<file path="src/rtl/serial_rx_wb.sv">
// Serial frame receiver (falling-edge start, mid-bit sampling, LSB first) with a Wishbone-readable word FIFO.
// Optional frame counter at 0x8 is built when SERIAL_RX_FRAMECNT_EN is defined.
`timescale 1ns/1ps

module serial_rx_wb #(
   parameter int BIT_CLKS   = 4,
   parameter int WORD_BITS  = 10,
   parameter int FIFO_DEPTH = 8
)(
   input  logic        CLK_I,
   input  logic        RST_I,
   input  logic        CYC_I,
   input  logic        STB_I,
   input  logic        WE_I,
   input  logic [31:0] ADR_I,
   input  logic [31:0] DAT_I,
   output logic [31:0] DAT_O,
   output logic        ACK_O,
   input  logic        ser_ena_i,
   input  logic        ser_data_i,
   output logic        irq_o
);

   localparam int         AW       = $clog2(FIFO_DEPTH);
   localparam int         CW       = AW + 1;
   localparam logic [7:0] HALF_M1  = 8'(BIT_CLKS / 2 - 1);
   localparam logic [7:0] BIT_M1   = 8'(BIT_CLKS - 1);
   localparam logic [3:0] LAST_IDX = 4'(WORD_BITS - 1);
   localparam logic [CW-1:0] DEPTH = CW'(FIFO_DEPTH);

   typedef enum logic [2:0] {IDLE, ARMED, HALF, SAMPLE, PUSH} state_t;

   state_t        state;
   logic [7:0]    cnt;
   logic [3:0]    bit_idx;
   logic [15:0]   sreg;
   logic          ena_prev;

   logic [15:0]   mem [FIFO_DEPTH];
   logic [AW-1:0] wr_ptr, rd_ptr;
   logic [CW-1:0] count;
   logic          ovf, ferr;
`ifdef SERIAL_RX_FRAMECNT_EN
   logic [15:0]   frame_cnt;
`endif

   logic          samp_tick, last_bit, abort;
   logic          empty, full, push_req, push_ok, push_drop, pop;
   logic          bus_req, rd_req, wr_req;
   logic [1:0]    adr;
   logic [31:0]   status, rd_data;
   logic          unused;

   assign unused = ^{ADR_I[31:4], ADR_I[1:0], DAT_I[31:4], DAT_I[1:0]};

   // receive path
   assign samp_tick = (state == HALF   && cnt == HALF_M1) ||
                      (state == SAMPLE && cnt == BIT_M1);
   assign last_bit  = samp_tick && bit_idx == LAST_IDX;
   // a frame that completes its last sample in the same cycle the enable rises is kept
   assign abort     = (state == HALF || state == SAMPLE) && ser_ena_i && !last_bit;

   always_ff @(posedge CLK_I) begin
      if (RST_I) begin
         state    <= IDLE;
         cnt      <= '0;
         bit_idx  <= '0;
         sreg     <= '0;
         ena_prev <= 1'b0;
      end else begin
         ena_prev <= ser_ena_i;
         case (state)
            IDLE:  if (ser_ena_i) state <= ARMED;
            // ena_prev makes the start strictly a 1 -> 0 transition
            ARMED: if (ena_prev && !ser_ena_i) begin
               state   <= HALF;
               cnt     <= '0;
               bit_idx <= '0;
               sreg    <= '0;
            end
            HALF, SAMPLE: begin
               if (abort) begin
                  state <= ARMED;
               end else if (samp_tick) begin
                  sreg[bit_idx] <= ser_data_i;
                  cnt           <= '0;
                  bit_idx       <= bit_idx + 4'd1;
                  state         <= last_bit ? PUSH : SAMPLE;
               end else begin
                  cnt <= cnt + 8'd1;
               end
            end
            PUSH:    state <= ARMED;
            default: state <= IDLE;
         endcase
      end
   end

   // FIFO and bus
   assign adr       = ADR_I[3:2];
   assign bus_req   = CYC_I && STB_I && !ACK_O;
   assign rd_req    = bus_req && !WE_I;
   assign wr_req    = bus_req && WE_I;
   assign empty     = count == '0;
   assign full      = count == DEPTH;
   assign pop       = rd_req && adr == 2'd0 && !empty;
   assign push_req  = state == PUSH;
   assign push_ok   = push_req && (!full || pop);
   assign push_drop = push_req && !push_ok;
   assign irq_o     = !empty;

   always_comb begin
      status       = '0;
      status[0]    = empty;
      status[1]    = full;
      status[2]    = ovf;
      status[3]    = ferr;
      status[14:8] = 7'(count);
   end

   always_comb begin
      rd_data = '0;
      case (adr)
         2'd0:    rd_data = empty ? 32'h8000_0000 : {16'h0, mem[rd_ptr]};
         2'd1:    rd_data = status;
`ifdef SERIAL_RX_FRAMECNT_EN
         2'd2:    rd_data = {16'h0, frame_cnt};
`endif
         default: rd_data = '0;
      endcase
   end

   always_ff @(posedge CLK_I) begin
      if (push_ok) mem[wr_ptr] <= sreg;
   end

   always_ff @(posedge CLK_I) begin
      if (RST_I) begin
         ACK_O  <= 1'b0;
         DAT_O  <= '0;
         wr_ptr <= '0;
         rd_ptr <= '0;
         count  <= '0;
         ovf    <= 1'b0;
         ferr   <= 1'b0;
      end else begin
         ACK_O <= bus_req;
         DAT_O <= rd_req ? rd_data : '0;
         if (push_ok) wr_ptr <= wr_ptr + AW'(1);
         if (pop)     rd_ptr <= rd_ptr + AW'(1);
         count <= count + CW'(push_ok) - CW'(pop);
         // a new event in the same cycle as a clear stays visible
         ovf   <= (ovf  && !(wr_req && adr == 2'd1 && DAT_I[2])) || push_drop;
         ferr  <= (ferr && !(wr_req && adr == 2'd1 && DAT_I[3])) || abort;
      end
   end

`ifdef SERIAL_RX_FRAMECNT_EN
   always_ff @(posedge CLK_I) begin
      if (RST_I)                       frame_cnt <= '0;
      else if (wr_req && adr == 2'd2)  frame_cnt <= '0;
      else if (push_ok)                frame_cnt <= frame_cnt + 16'd1;
   end
`endif

endmodule
</file>
<file path="config.mk">
export PLATFORM = sky130hd
export DESIGN_NAME = serial_rx_wb
export DESIGN_NICKNAME = d
export VERILOG_FILES = /design/src/rtl/serial_rx_wb.sv
export SDC_FILE = /design/constraint.sdc
export NUM_CORES = 1
export LEC_CHECK = 0
export CELL_PAD_IN_SITES_DETAIL_PLACEMENT = 1
export CELL_PAD_IN_SITES_GLOBAL_PLACEMENT = 2
export CORE_UTILIZATION = 35
export DETAILED_ROUTE_END_ITERATION = 12
export GPL_TIMING_DRIVEN = 1
export HOLD_SLACK_MARGIN = 0.03
export PLACE_DENSITY = 0.81
export SETUP_SLACK_MARGIN = 0.02
export SLEW_MARGIN = 20
export SYNTH_ARGS = -nofsm -noshare
export SYNTH_HDL_FRONTEND = slang
export SYNTH_SLANG_ARGS = --single-unit
</file>
<file path="constraint.sdc">
create_clock -name CLK_I -period 3.52 [get_ports CLK_I]
set_input_delay 0.528 -clock CLK_I [delete_from_list [all_inputs] [get_ports CLK_I]]
set_output_delay 0.528 -clock CLK_I [all_outputs]
set_load 0.02 [all_outputs]
</file>
==> results of run 1 <==
power groups by stage:
stage	Combinational (mW)	Clock [mW]	Sequential, mW
6_report	0.155	1.93	2.41
3_3_place_gp	0.147	0	2.46
4_1_cts	0.155	1.97	2.41
3_5_place_dp	0.153	0	2.46
5_1_grt	0.171	2.05	2.41
2_1_floorplan	0.121	0	2.46
metal layers:
layer / wire length (um) / vias to the layer above
met1: 7690 / 2385
met2: 8920 / 61
met4: 187 / 0
met5: 0 / -
met3: 438 / 16
li1: - / 2145
logic make-up after synthesis:
logic type | after synthesis | synth area share, %
AND/OR/NAND/NOR | 136 | 9.74
multiplexers | 52 | 11.7
adder cells (fa/ha/maj) | 14 | 2.31
buffers and inverters | 65 | 4.00
other | 1 | 0.0474
XOR/XNOR | 4 | 0.443
AO/OA/AOI/OAI | 80 | 6.80
flip-flops | 193 | 65.0
cell type report:
| cell class | count | area, sq um |
|---|---|---|
| clock inverter | 14 | 163 |
| fill | 2237 | 12900 |
| clock buffer | 18 | 439 |
| inverter | 22 | 82.6 |
| multi-input combinational | 301 | 2560 |
| timing repair buffer | 44 | 415 |
| sequential | 193 | 5150 |
| tap | 280 | 350 |
cell usage in the layout (no fill, tap or decap), drive strengths merged, types with 2 or more instances in the layout:
cell type and instances:
xor2 2, edfxtp 128, ha 13, o2bb2ai 7, nor3b 3, nand2 26
a311oi 3, or3b 3, mux2i 17, mux4 32, and3b 2, a21oi 28
conb 15, nor4 5, o21ai 8, nand2b 3, nor4b 4, nand3 18
nand3b 2, nor2 28, xnor2 2, clkdlybuf4s50 29, o211ai 7, dfxtp 65
a31oi 2, mux2 3, clkinv 6, or4 18, nor2b 5, buf 15
nor3 5, or3 4, clkbuf 18, o31ai 17, inv 30, nand4 5
o21a 2
worst min path at each step:
stage / from / endpoint
floorplan: ovf$_SDFF_PP0_ / DAT_O[2]$_SDFF_PP0_
global placement: count[2]$_SDFF_PP0_ / DAT_O[10]$_SDFF_PP0_
global route: count[2]$_SDFF_PP0_ / DAT_O[10]$_SDFF_PP0_
CTS: count[2]$_SDFF_PP0_ / DAT_O[10]$_SDFF_PP0_
detailed placement: count[2]$_SDFF_PP0_ / DAT_O[10]$_SDFF_PP0_
finish: count[2]$_SDFF_PP0_ / DAT_O[10]$_SDFF_PP0_
sequential cells by signal (all words and copies together), names as in the netlist, 3 cells and up, named ones only:
| register | cells |
|---|---|
| rd_ptr | 3 |
| bit_idx | 4 |
| count | 4 |
| sreg | 16 |
| state | 3 |
| DAT_O | 17 |
| mem | 128 |
| wr_ptr | 3 |
| cnt | 8 |
stage by stage:
stage | util [%] | setup WS, ps | area (sq um) | power [mW] | hold WS (ps)
floorplan | - | -130 | 7970 | 2.58 | 426
global placement | 38.8 | 426 | 8550 | 2.61 | 455
detailed placement | 38.8 | 333 | 8550 | 2.61 | 466
global route | 41.6 | 302 | 9150 | 4.63 | 516
CTS | 41.6 | 567 | 9150 | 4.53 | 486
finish | 41.6 | 553 | 9150 | 4.50 | 475
critical path: stages (launching register included):
cell and delay (ps):
dfxtp_1 320, inv_1 110, ha_1 180, nor3b_1 430
inv_1 220, a31oi_1 440, nand2b_1 200, mux2i_1 110
ha_1 260, fa_1 380, xnor2_1 160, nor2_1 50
==> metrics.yaml, run 1 <==
grt_use_met1_pct: 19.0
switchingPower_mw: 1.08
reg2reg_to: "count[2]$_SDFF_PP0_"
ys_ff_latch: 193
arrival_ps: 3300
synthFlopType: "edfxtp_1"
swShare_pct: 24.0
cts-resized-gates: 0
crit_fanout: 6
cts.hold.buffers_added: 0
worst_pin_slew_ps: 916
status: "finished with violations"
critPathKind: "register to register"
grt_antenna_before_repair: 0
synthTopCellsByCount: "128 x edfxtp_1, 65 x dfxtp_1, 32 x mux4_2"
drv_cap: 0
synth_edf_count: 128
synth_cells: 545
min_period_ps: 2970
dp_hpwl_um: 11200
wl_per_cell_um: 19.8
min_period_over_period_pct: 84.3
report.final.slew_viol_count: 0
r2r_cells: 11
tns_ps: 0
power.density_mw_per_mm2: 491
hp-class: "register to register"
yosysMostFrequentCell: "edfxtp_1"
met2_usage_pct: 26.9
internal_power_mw: 3.42
r2r_start: "count[2]$_SDFF_PP0_"
cp-start-kind: "register"
pwr-share-clk_pct: 43.0
syn_area_sq_mm: 0.00792
met3_usage_pct: 3.24
die_area_sq_mm: 0.0232
maxSlewHeadroom_pct: 39.0
power_frac_seq_pct: 53.6
grt_pass1_wl_um: 27000
rrSetupSlack_ps: 550
p_comb_share_pct: 3.4
yosys.area.top_type_share_pct: 48.6
cts_setup_buffers: 0
synth_area_leader_cell: "edfxtp_1"
drt-initial-drc-count: 257
overflow: 0
placed_cells: 840
cts_buffer_depth: 2
fmax_ghz: 0.337
cts_made_buffers: 17
finalClockSkew_ps: 17.7
io_pins: 105
setup_viol: 0
startpoint: "count[2]$_SDFF_PP0_"
grt_busiest_layer: "met2"
yosys_warnings: 0
hold_violations: 0
core_area_sq_mm: 0.0220
grt_util_all_layers_pct: 15.3
first_pass_iters: 8
ir_drop_v: 0.000337
rows: 54
cts-root-buf: "clkbuf_16"
synthTopCellsByArea: "edfxtp_1 49%, dfxtp_1 16%, mux4_2 9.1%"
ant_nets: 0
p_leak_nw: 3.05
routed_wl_um: 17200
drive_gt1_share_pct: 16.9
fin_cells: 872
rsz0062_at_grt: "no"
place_congestion: 0.765
ys_seq_area_share_pct: 65.0
cts.sinks: 193
ys_types: 53
crit_path_end_kind: "register"
grt_max_degree: 37
die_h_um: 152
drc: 1
num_vias: 4607
clk_latency_ps: 440
clk_pin_slew_ps: 90
postSynthAreaPerCell_sq_um: 14.5
violations: "design-rule violations"
vias_per_cell: 5.28
n_antenna_cell: 0
grt_pass1_vias: 4853
die_w_um: 152
endpoint: "count[2]$_SDFF_PP0_"
required_ps: 3860
start_util_pct: 35.9
hold_depth: 1
areaGrowthSynthToFinish_pct: 15.6
port_buffers: 29
nets: 664
cts_tree: "built"
async_flop_share_pct: 0
htree_levels: 4
(Power assumes the default switching activity.)
==> inputs of run 2 (changes only) <==
--- a/config.mk
+++ b/config.mk
@@ -7,11 +7,11 @@
 export LEC_CHECK = 0
 export CELL_PAD_IN_SITES_DETAIL_PLACEMENT = 1
 export CELL_PAD_IN_SITES_GLOBAL_PLACEMENT = 2
-export CORE_UTILIZATION = 35
+export CORE_UTILIZATION = 39
 export DETAILED_ROUTE_END_ITERATION = 12
 export GPL_TIMING_DRIVEN = 1
 export HOLD_SLACK_MARGIN = 0.03
-export PLACE_DENSITY = 0.81
+export PLACE_DENSITY = 0.85
 export SETUP_SLACK_MARGIN = 0.02
 export SLEW_MARGIN = 20
 export SYNTH_ARGS = -nofsm -noshare
==> constraint.sdc (replaced) <==
create_clock -name CLK_I -period 3.1 [get_ports CLK_I]
set_input_delay 0.465 -clock CLK_I [delete_from_list [all_inputs] [get_ports CLK_I]]
set_output_delay 0.465 -clock CLK_I [all_outputs]
set_load 0.02 [all_outputs]
==> run 2 against run 1 <==
- the flow now finishes without violations
- sequential share of layout area increased by 0.25 points
- hold slack better by 7.0 ps
- via count increased by 0.52%
- combinational power increased by 15%
- utilization up 4.8 points
- critical path depth unchanged
- global-route usage up 2.5 points
- routed wire length is 0.19% lower
- non-clock buffer count rose by 8
- die area shrank 10%
- cell area shrank 0.44%
==> metrics.yaml, run 2 (synthesis gave the netlist of run 1 again) <==
status: "finished, final reports clean"
ir_drop_v: 0.000397  # +18%
cts_tree: "built"
setup_slack_ps: 366  # -187 ps
ant_nets: 0  # unchanged
switchingPower_mw: 1.06  # -2.2%
start_util_pct: 40.3  # +4.3 points
endpoint: "count[2]$_SDFF_PP0_"
maxSlewHeadroom_pct: 41.8  # +2.8 points
crit_chain: "inv_1 -> ha_1 -> nor3b_1 -> inv_1 -> a31oi_1 -> nand2b_1 -> mux2i_1 -> ha_1 -> fa_1 -> xnor2_1 -> nor2_1"
drt-initial-drc-count: 276  # +7.4%
cp-start-kind: "register"
p_comb_share_pct: 3.6  # +0.2 points
path_depth: 11  # unchanged
overflow: 0  # unchanged
cts.sinks: 193  # unchanged
pwr-share-clk_pct: 40.9  # -2.1 points
cts_buffer_depth: 2  # unchanged
die_area_sq_mm: 0.0209  # -10%
vias_per_cell: 5.35  # +1.3%
htree_levels: 4  # unchanged
p_leak_nw: 3.06  # +0.13%
first_pass_iters: 4  # -4
layout_common_cells: "128 x edfxtp_1, 64 x dfxtp_1, 32 x mux4_2"
mostFrequentLayoutCell: "edfxtp_1"
die_h_um: 144  # -5.2%
hold_violations: 0  # unchanged
grt_util_all_layers_pct: 17.8  # +2.5 points
areaGrowthSynthToFinish_pct: 15.1
port_buffers: 29  # unchanged
power_mw: 4.93  # +9.8%
hold_depth: 1  # unchanged
cts_setup_buffers: 0  # unchanged
internal_power_mw: 3.88  # +14%
clk_pin_slew_ps: 60  # -30 ps
timing.hold.ws_ps: 482  # +6.98 ps
crit_path_end_kind: "register"
fmax_ghz: 0.366  # +8.5%
place_congestion: 0.792  # +3.5%
n_antenna_cell: 0  # unchanged
fin_area_sq_mm: 0.00911  # -0.44%
routed_wl_um: 17200  # -0.19%
grt_max_degree: 37  # unchanged
cp.buffers_inverters: 2  # unchanged
dpl_cell_area_sq_mm: 0.00858  # +0.34%
top_register: "mem"
dp_hpwl_um: 11500  # +2.5%
crit_family: "adder cells"
crit_slowest_cell: "fa_1"
cts_made_buffers: 17  # unchanged
nets: 672  # +1.2%
drc: 0  # -1
cts-root-buf: "clkbuf_16"
num_vias: 4631  # +0.52%
power_frac_seq_pct: 55.5  # +1.9 points
swShare_pct: 21.4  # -2.6 points
min_period_ps: 2730  # -233 ps
grt_pass1_vias: 4949  # +2.0%
worst_pin_slew_ps: 852  # -63.9 ps
r2r_start: "count[2]$_SDFF_PP0_"
wl_per_cell_um: 19.9  # +0.62%
crit_fanout: 6  # unchanged
largest_reg_flops: 128  # unchanged
min_period_over_period_pct: 88.2  # +3.9 points
required_ps: 3430  # -430 ps
grt_pass1_wl_um: 27100  # +0.54%
die_w_um: 144  # -5.2%
arrival_ps: 3060  # -240 ps
setup_viol: 0  # unchanged
drive_gt1_share_pct: 16.8  # -0.059 points
rsz0062_at_grt: "no"
critical_path.max_stage_delay_ps: 410  # -30 ps
r2r_cells: 11  # unchanged
power.density_mw_per_mm2: 541  # +10%
rrSetupSlack_ps: 370  # -190 ps
core_area_sq_mm: 0.0197  # -11%
hp-class: "register to register"
startpoint: "count[2]$_SDFF_PP0_"
finalClockSkew_ps: 11.5  # -6.19 ps
nFillCells: 1989  # -11%
rows: 51  # -5.6%
io_pins: 105  # unchanged
place_ws_ps: 63.8  # -269 ps
clk_latency_ps: 440  # about the same
reg2reg_to: "count[2]$_SDFF_PP0_"
critPathKind: "register to register"
reg_top3: "mem (128), DAT_O (17), sreg (16)"
report.final.slew_viol_count: 0  # unchanged
cts.hold.buffers_added: 0  # unchanged
drv_cap: 0  # unchanged
cts-resized-gates: 0  # unchanged
grt_antenna_before_repair: 0  # unchanged
-- run 2: power groups by stage --
stage / logic (mW) / registers (mW) / clock network, mW
5_1_grt: 0.194 / 2.74 / 2.16
3_3_place_gp: 0.167 / 2.79 / 0
4_1_cts: 0.179 / 2.74 / 2.06
2_1_floorplan: 0.138 / 2.79 / 0
6_report: 0.179 / 2.74 / 2.02
3_5_place_dp: 0.177 / 2.79 / 0
-- run 2: metal layers --
layer	global-route usage, %	share of wire (%)	wire (um)
met1	21.5	42	7210
met2	31.9	53	9190
met3	3.77	3.7	630
met4	5.15	0.99	171
met5	0	0	0
-- run 2: area by class of cell --
class	instances	area, sq um	area share [%]
clock buffer	22	444	4.87
clock inverter	10	88.8	0.975
inverter	22	82.6	0.906
sequential	193	5150	56.5
tap	265	332	3.64
multi-input combinational	301	2560	28.1
timing repair buffer	52	463	5.08
-- run 2: stage by stage --
| step | utilization, % | TNS [ps] | instances |
|---|---|---|---|
| after global routing | 46.4 | 0 | 865 |
| after CTS | 46.4 | 0 | 865 |
| after detailed placement | 43.7 | 0 | 833 |
| after floorplan | - | -37990 | 559 |
| after global placement | 43.7 | 0 | 833 |
| final | 46.4 | 0 | 865 |
-- run 2: worst min path at each step --
| stage | from | end |
|---|---|---|
| 6_report | count[2]$_SDFF_PP0_ | DAT_O[10]$_SDFF_PP0_ |
| 5_1_grt | count[2]$_SDFF_PP0_ | DAT_O[10]$_SDFF_PP0_ |
| 4_1_cts | count[2]$_SDFF_PP0_ | DAT_O[10]$_SDFF_PP0_ |
| 3_5_place_dp | count[2]$_SDFF_PP0_ | DAT_O[10]$_SDFF_PP0_ |
| 3_3_place_gp | count[2]$_SDFF_PP0_ | DAT_O[10]$_SDFF_PP0_ |
| 2_1_floorplan | ovf$_SDFF_PP0_ | DAT_O[2]$_SDFF_PP0_ |
==> inputs of run 3 (changes only) <==
--- a/config.mk
+++ b/config.mk
@@ -5,7 +5,7 @@
 export SDC_FILE = /design/constraint.sdc
 export NUM_CORES = 1
 export LEC_CHECK = 0
-export CELL_PAD_IN_SITES_DETAIL_PLACEMENT = 1
+export CELL_PAD_IN_SITES_DETAIL_PLACEMENT = 2
 export CELL_PAD_IN_SITES_GLOBAL_PLACEMENT = 2
 export CORE_UTILIZATION = 39
 export DETAILED_ROUTE_END_ITERATION = 12
@@ -13,7 +13,7 @@
 export HOLD_SLACK_MARGIN = 0.03
 export PLACE_DENSITY = 0.85
 export SETUP_SLACK_MARGIN = 0.02
-export SLEW_MARGIN = 20
+export SLEW_MARGIN = 15
 export SYNTH_ARGS = -nofsm -noshare
 export SYNTH_HDL_FRONTEND = slang
 export SYNTH_SLANG_ARGS = --single-unit
==> run 3 against run 2 <==
- sequential power hardly changed
- maximum frequency is 0.53% lower
- hold slack worse by 5.2 ps
- critical path depth is 4 lower
- count of clock-buffer cells in the layout is 5 lower
- utilization is 0.33 points higher
- worst setup slack worse by 15 ps
==> metrics.yaml, run 3 (synthesis gave the netlist of run 1 again) <==
reg_top3: "mem (128), DAT_O (17), sreg (16)"
mostFrequentLayoutCell: "edfxtp_1"
crit_slowest_cell: "nor4bb_1"
cp-start-kind: "input pin"
fmax_ghz: 0.364  # -0.53%
grt_pass1_vias: 5328  # +7.7%
status: "finished, final reports clean"
worstHoldEndpoint: "DAT_O[10]$_SDFF_PP0_"
largest_reg_flops: 128  # unchanged
cts_tree: "built"
dpl_cell_area_sq_mm: 0.00858  # unchanged
p_leak_nw: 3.09  # +1.1%
nets: 672  # unchanged
nFillCells: 1898  # -4.6%
grt_antenna_before_repair: 0  # unchanged
grt_pass1_wl_um: 31900  # +18%
clk_pin_slew_ps: 70  # about the same
hold_depth: 1  # unchanged
wl_per_cell_um: 23.9  # +20%
dp_hpwl_um: 13900  # +21%
n_antenna_cell: 0  # unchanged
vias_per_cell: 5.48  # +2.3%
drv_cap: 0  # unchanged
r2r_cells: 11  # unchanged
ant_nets: 0  # unchanged
cts_made_buffers: 17  # unchanged
crit_path_end_kind: "register"
hp-class: "register to register"
place_congestion: 0.792  # unchanged
internal_power_mw: 3.93  # +1.2%
path_common_cell: "buf_4"
ir_drop_v: 0.000330  # -17%
power.density_mw_per_mm2: 559  # +3.3%
min_period_over_period_pct: 88.7  # +0.47 points
die_w_um: 144  # unchanged
grt_util_all_layers_pct: 21.5  # +3.7 points
clk_latency_ps: 430  # about the same
min_period_ps: 2750  # +14.6 ps
crit_chain: "clkdlybuf4s50_1 -> nor4bb_1 -> a31oi_1 -> nand2b_1 -> buf_4 -> nor4b_2 -> buf_4"
drt-initial-drc-count: 332  # +20%
start_util_pct: 40.3  # unchanged
cts_buffer_depth: 2  # unchanged
setup_viol: 0  # unchanged
first_pass_iters: 4  # unchanged
io_pins: 105  # unchanged
cts.hold.buffers_added: 0  # unchanged
cts.sinks: 193  # unchanged
required_ps: 3230  # -200 ps
maxSlewHeadroom_pct: 41.4  # -0.34 points
htree_levels: 4  # unchanged
fin_area_sq_mm: 0.00918  # +0.71%
cts-root-buf: "clkbuf_16"
rows: 51  # unchanged
grt_max_degree: 37  # unchanged
core_area_sq_mm: 0.0197  # unchanged
fin_cells: 865  # unchanged
finalClockSkew_ps: 13.1  # +1.54 ps
num_vias: 4739  # +2.3%
die_area_sq_mm: 0.0209  # unchanged
layout_common_cells: "128 x edfxtp_1, 64 x dfxtp_1, 32 x mux4_2"
tns_ps: 0  # unchanged
top_register: "mem"
p_comb_share_pct: 3.6  # about the same
min-delay-start: "count[2]$_SDFF_PP0_"
r2r_start: "count[2]$_SDFF_PP0_"
worst_pin_slew_ps: 857  # +5.00 ps
drive_gt1_share_pct: 18.2  # +1.3 points
rsz0062_at_grt: "no"
crit_fanout: 9  # +3
arrival_ps: 2880  # -180 ps
report.final.slew_viol_count: 0  # unchanged
placed_cells: 833  # unchanged
port_buffers: 29  # unchanged
drc: 0  # unchanged
die_h_um: 144  # unchanged
areaGrowthSynthToFinish_pct: 15.9
switchingPower_mw: 1.21  # +14%
rrSetupSlack_ps: 400  # +30 ps
routed_wl_um: 20700  # +20%
hold_violations: 0  # unchanged
reg2reg_to: "count[2]$_SDFF_PP0_"
power_mw: 5.13  # +4.0%
critPathKind: "input pin to register"
critical_path.max_stage_delay_ps: 550  # +140 ps
pwr-share-clk_pct: 43.1  # +2.2 points
overflow: 0  # unchanged
power_frac_seq_pct: 53.3  # -2.2 points
swShare_pct: 23.5  # +2.1 points
[run 3: cell count changes in the layout (fill, tap and decap cells not counted)]
cell | previous run | this run
nor3b_2 | 0 | 1
clkbuf_1 | 5 | 0
clkinv_1 | 2 | 0
nor3b_1 | 3 | 2
clkinv_2 | 3 | 1
inv_6 | 0 | 4
clkinv_8 | 0 | 1
inv_8 | 1 | 5
[run 3: power groups by stage]
stage	Combinational, mW	Sequential (mW)	Clock [mW]
after floorplan	0.138	2.79	0
after global placement	0.167	2.79	0
after detailed placement	0.182	2.79	0
after CTS	0.185	2.74	2.25
after global routing	0.203	2.74	2.34
final	0.185	2.73	2.21
[run 3: per-stage QoR]
step / hold slack (ps) / util [%] / worst slack, ps
floorplan: 426 / - / -550
global placement: 447 / 43.7 / 201
detailed placement: 470 / 43.7 / 12.0
CTS: 486 / 46.7 / 146
global route: 508 / 46.7 / 241
finish: 477 / 46.7 / 351
[run 3: worst max-delay path, delay by kind of cell]
family / cells / cell delay, ps
simple gates: 3 / 1180
buf+inv: 3 / 1010
compound gates: 1 / 210
[run 3: worst max-delay path by stage]
stage	end	slack (ps)	startpoint	cells after the start
floorplan	mem[1][0]$_DFFE_PP_	-550	count[2]$_SDFF_PP0_	8
global placement	count[3]$_SDFF_PP0_	200	STB_I	9
detailed placement	count[1]$_SDFF_PP0_	10	STB_I	8
CTS	count[2]$_SDFF_PP0_	150	count[2]$_SDFF_PP0_	11
global route	mem[6][13]$_DFFE_PP_	240	STB_I	7
finish	mem[6][14]$_DFFE_PP_	350	STB_I	7
[run 3: final cells by class]
cell class | instances | area [sq um] | share of cell area [%]
sequential | 193 | 5150 | 56.1
multi-input combinational | 301 | 2560 | 27.9
timing repair buffer | 52 | 463 | 5.04
clock buffer | 17 | 425 | 4.63
tap | 265 | 332 | 3.61
clock inverter | 15 | 168 | 1.83
inverter | 22 | 82.6 | 0.900
[run 3: per-layer routing]
metal | GRT usage (%) | vias up | part of all wire, %
li1 | - | 2157 | -
met1 | 25.5 | 2481 | 42
met2 | 39.0 | 73 | 53
met3 | 4.27 | 28 | 2.6
met4 | 6.54 | 0 | 1.7
met5 | 0 | - | 0
[run 3: repair_timing]
action                                  4_1_cts  5_1_grt
gates resized for setup                       0        1
endpoints found under the setup margin        0        1
setup buffers                                 0        0
